File: src/rtl/f1_reaction_timer.sv
// rtl/f1_reaction_timer.sv - F1 start-light reaction timer with jump-start and timeout flags
module f1_reaction_timer #(
    parameter int D_WIDTH = 8,
    parameter int T_WIDTH = 16
) (
    input  logic               clk,
    input  logic               rst,
    input  logic               tick,
    input  logic [D_WIDTH-1:0] lights,
    input  logic               trigger,
    output logic [T_WIDTH-1:0] react_time,
    output logic               valid,
    output logic               jump_start,
    output logic               timeout,
    output logic               busy
);

    typedef enum logic [2:0] {IDLE, ARMED, TIMING, DONE, FOUL} state_t;

    localparam logic [T_WIDTH-1:0] CNT_MAX = '1;

    state_t             state, state_next;
    logic [T_WIDTH-1:0] counter;
    logic               trigger_q;
    logic [D_WIDTH-1:0] lights_q;

    logic trig_rise, new_round, all_on, all_off;
    logic cnt_clear, cnt_inc, capture, capture_sat, set_jump, clear_flags;

    assign trig_rise = trigger & ~trigger_q;
    assign all_on    = (lights == {D_WIDTH{1'b1}});
    assign all_off   = (lights == '0);
    assign new_round = !all_off && (lights_q == '0);
    assign busy      = (state == ARMED) || (state == TIMING);

    always_comb begin
        state_next  = state;
        cnt_clear   = 1'b0;
        cnt_inc     = 1'b0;
        capture     = 1'b0;
        capture_sat = 1'b0;
        set_jump    = 1'b0;
        clear_flags = 1'b0;
        case (state)
            IDLE: begin
                if (all_on) state_next = ARMED;
            end
            ARMED: begin
                // A press while the lights are still lit beats a same-cycle lights-out.
                if (trig_rise) begin
                    state_next = FOUL;
                    set_jump   = 1'b1;
                end else if (all_off) begin
                    state_next = TIMING;
                    cnt_clear  = 1'b1;
                end
            end
            TIMING: begin
                if (trig_rise) begin
                    state_next = DONE;
                    capture    = 1'b1;
                end else if (tick) begin
                    if (counter == CNT_MAX) begin
                        state_next  = DONE;
                        capture_sat = 1'b1;
                    end else begin
                        cnt_inc = 1'b1;
                    end
                end
            end
            DONE, FOUL: begin
                if (new_round) begin
                    state_next  = IDLE;
                    clear_flags = 1'b1;
                end
            end
            default: state_next = IDLE;
        endcase
    end

    always_ff @(posedge clk or negedge rst) begin
        if (!rst) begin
            state      <= IDLE;
            counter    <= '0;
            react_time <= '0;
            trigger_q  <= 1'b0;
            lights_q   <= '0;
            valid      <= 1'b0;
            jump_start <= 1'b0;
            timeout    <= 1'b0;
        end else begin
            state     <= state_next;
            trigger_q <= trigger;
            lights_q  <= lights;
            if (cnt_clear)
                counter <= '0;
            else if (cnt_inc)
                counter <= counter + T_WIDTH'(1);
            if (capture) begin
                react_time <= counter;
                valid      <= 1'b1;
            end
            if (capture_sat) begin
                react_time <= CNT_MAX;
                valid      <= 1'b1;
                timeout    <= 1'b1;
            end
            if (set_jump)
                jump_start <= 1'b1;
            if (clear_flags) begin
                valid      <= 1'b0;
                jump_start <= 1'b0;
                timeout    <= 1'b0;
            end
        end
    end

endmodule

File: config.mk
export PLATFORM = sky130hd
export DESIGN_NAME = f1_reaction_timer
export DESIGN_NICKNAME = d
export VERILOG_FILES = /design/src/rtl/f1_reaction_timer.sv
export SDC_FILE = /design/constraint.sdc
export NUM_CORES = 1
export LEC_CHECK = 0
export BUFFER_PORTS_ARGS = -buffer_cell sky130_fd_sc_hd__buf_2
export CAP_MARGIN = 20
export CORE_MARGIN = 4
export CORE_UTILIZATION = 40
export DETAILED_ROUTE_END_ITERATION = 6
export SLEW_MARGIN = 30
export SYNTH_ARGS = -nofsm -noshare
export SYNTH_HDL_FRONTEND = slang
export SYNTH_SLANG_ARGS = --single-unit
File: constraint.sdc
create_clock -name clk -period 4.4 [get_ports clk]
set_input_delay 0 -clock clk [delete_from_list [all_inputs] [get_ports clk]]
set_output_delay 0 -clock clk [all_outputs]
set_load 0.02 [all_outputs]
==> flow_summary.yaml <==
clocking:
  path_clk_slew_ps: 90
  cts_max_path_buffers: 2
  cts_tree: "yes"
  hold_buffers: 10
  ctsResizeCount: 0
  cts-root-buf: "clkbuf_8"
  cts_buffers: 5
  clkSinkCount: 47
  post_cts_buffers: 0
  insertion_delay_ps: 300
  cts_max_level: 2
synth:
  synth_nets: 221
  ys_warn_count: 0
  async_reset_ff_frac: 1.00
  syn_area_per_cell_um2: 10.9
  synth.distinct_cells: 39
  syn_inst: 208
  synth-seq-cells: 47
  synth_ff_type: "dfrtp_1"
  ys_seq_area_frac: 0.521
  synth_edf_count: 0
  syn_area_um2: 2260
floorplanning:
  die_h_um: 83.1
  design.die.area_um2: 6910
  die_w_um: 83.1
  initial_core_util: 0.410
  rows: 27
  io_pins: 32
  core_um2: 5510
route:
  via_per_inst: 5.48
  drtIter0Drc: 119
  drc_errors: 0
  wirelength_um: 4610
  drt_first_pass_iters: 4
  drt.antenna.violating_nets: 0
  wl_per_cell_um: 14.4
  vias: 1749
power_and_ir_drop:
  swShare: 0.319
  p_switching_mw: 0.397
  p_per_area_nw_per_um2: 461
  power_frac_comb: 0.242
  leakagePower_nw: 1.37
  seqPwrFrac: 0.457
  clockPowerShare: 0.301
  p_int_mw: 0.848
  ir_worst_vdd_v: 0.000182
timing:
  setup_slack_ps: 2140
  tightest_slew_ps: 749
  finalClockSkew_ps: 4.26
  rsz0062_at_grt: "false"
  setup_viol: 0
  holdWs_ps: 244
  fmax_mhz: 443
  final_max_slew_viol_count: 0
  relSlewSlack: 0.499
  hold_viol_final: 0
  tns_ps: 0
  timing.final.crit_period_ps: 2260
  finalCritPeriodShare: 0.513
critical_path:
  slowest_stage: "nor4_1"
  rrSetupSlack_ps: 2140
  timing.rr.start: "counter[0]"
  cp_max_fo: 18
  endpoint_kind: "flop"
  slowest_delay_ps: 500
  path_cells: "ha_1 -> nand4_1 -> nor4_1 -> nand4_2 -> a32oi_1"
  required_ps: 4610
  startpoint: "counter[0]"
  criticalPathCategory: "reg -> reg"
  arrival_ps: 2470
  start_kind: "flop"
global_routing:
  grt_pass1_vias: 1696
  grt_max_degree: 48
  track_usage: 0.145
  grt_pass1_wl_um: 8210
  overflow: 0
  antenna_found_initial: 0
placement:
  gp_congestion: 0.754
  pre_cts_ws_ps: 2120
  place_hpwl_um: 3130
  portBuffers: 31
cells_and_area:
  syn_to_final_growth_pct: 19.6
  nFillCells: 521
  diodes: 0
  final_cell_mix: "dfrtp_1 (47), nand2_1 (34), buf_2 (30), mux2i_1 (25), dlygate4sd3_1 (10)"
  multi_input_area_um2: 1020
  register_area_um2: 1180
  fin_nets: 259
  drive_above_1_share: 0.190
  mostFrequentLayoutCell: "dfrtp_1"
hold_path:
  hold_class: "in -> async"
job:
  cap_viol_max_count: 0
outcome:
  status: "complete, no violations"
[Yosys cell counts (all sizes together) (3+ instances only)]
master,instances,share of area
or4,9,0.030
nor4,9,0.025
inv,6,0.010
nand4,11,0.043
and4,3,0.012
mux2i,25,0.11
dfrtp,47,0.52
clkbuf,3,0.0055
a21oi,7,0.016
nor2,3,0.0083
nand2b,7,0.019
nand2,34,0.057
nand3,5,0.011
o31ai,8,0.027
buf,7,0.016
[registers in the layout (all words and copies together), names as in the netlist]
name,count
counter,16
jump_start,1
lights_q,8
react_time,16
state,3
timeout,1
trigger_q,1
valid,1
[logic make-up (layout without fill, tap and decap cells)]
group           count (synthesis)  count (layout)  synth area share
compound gates                 28              28            0.0887
xor+xnor                        1               1           0.00388
buf+inv                        16              55            0.0310
simple gates                   90              90             0.239
fa+ha+maj                       1               1           0.00554
mux                            25              25             0.111
flops                          47              47             0.521
[metrics by stage]
stage / utilization / cell area, µm² / instances / power [mW]
after CTS: 0.490 / 2700 / 319 / 1.26
after detailed placement: 0.447 / 2460 / 301 / 0.877
after global routing: 0.490 / 2700 / 319 / 1.32
after global placement: 0.446 / 2450 / 301 / 0.874
after floorplan: - / 2260 / 208 / 0.788
final: 0.490 / 2700 / 319 / 1.25
[per-layer routing]
metal | part of all wire | GRT usage | wire [µm]
met1 | 0.47 | 0.195 | 2190
met2 | 0.47 | 0.231 | 2170
met3 | 0.043 | 0.0367 | 200
met4 | 0.011 | 0.0416 | 52
met5 | 0 | 0 | 0
[power by group through the flow]
stage / sequential, mW / clock (mW) / combinational (mW)
floorplan: 0.584 / 0 / 0.204
global placement: 0.577 / 0 / 0.297
detailed placement: 0.580 / 0 / 0.297
CTS: 0.571 / 0.386 / 0.306
global route: 0.581 / 0.403 / 0.339
finish: 0.569 / 0.375 / 0.301
[critical path: cells and delay by family, from the launching register on]
| family | cells | cell delay (ps) |
|---|---|---|
| compound gates | 1 | 350 |
| fa+ha+maj | 1 | 210 |
| flops | 1 | 420 |
| simple gates | 3 | 1200 |
[cell type report]
type | count | area share
clock buffer | 5 | 0.0255
clock inverter | 3 | 0.0250
inverter | 6 | 0.00834
multi-input combinational | 145 | 0.376
sequential | 47 | 0.436
tap | 72 | 0.0334
timing repair buffer | 41 | 0.0955
[final timing paths]
kind / end / cells past startpoint
setup / recovery: valid / 5
hold / removal: react_time[14] / 2
setup reg to reg: valid / 5
hold reg to reg: jump_start / 1
max in group asynchronous: counter[6] / 2
min in group clk: state[0] / 5
No activity file was read; power rests on OpenSTA's default activity.
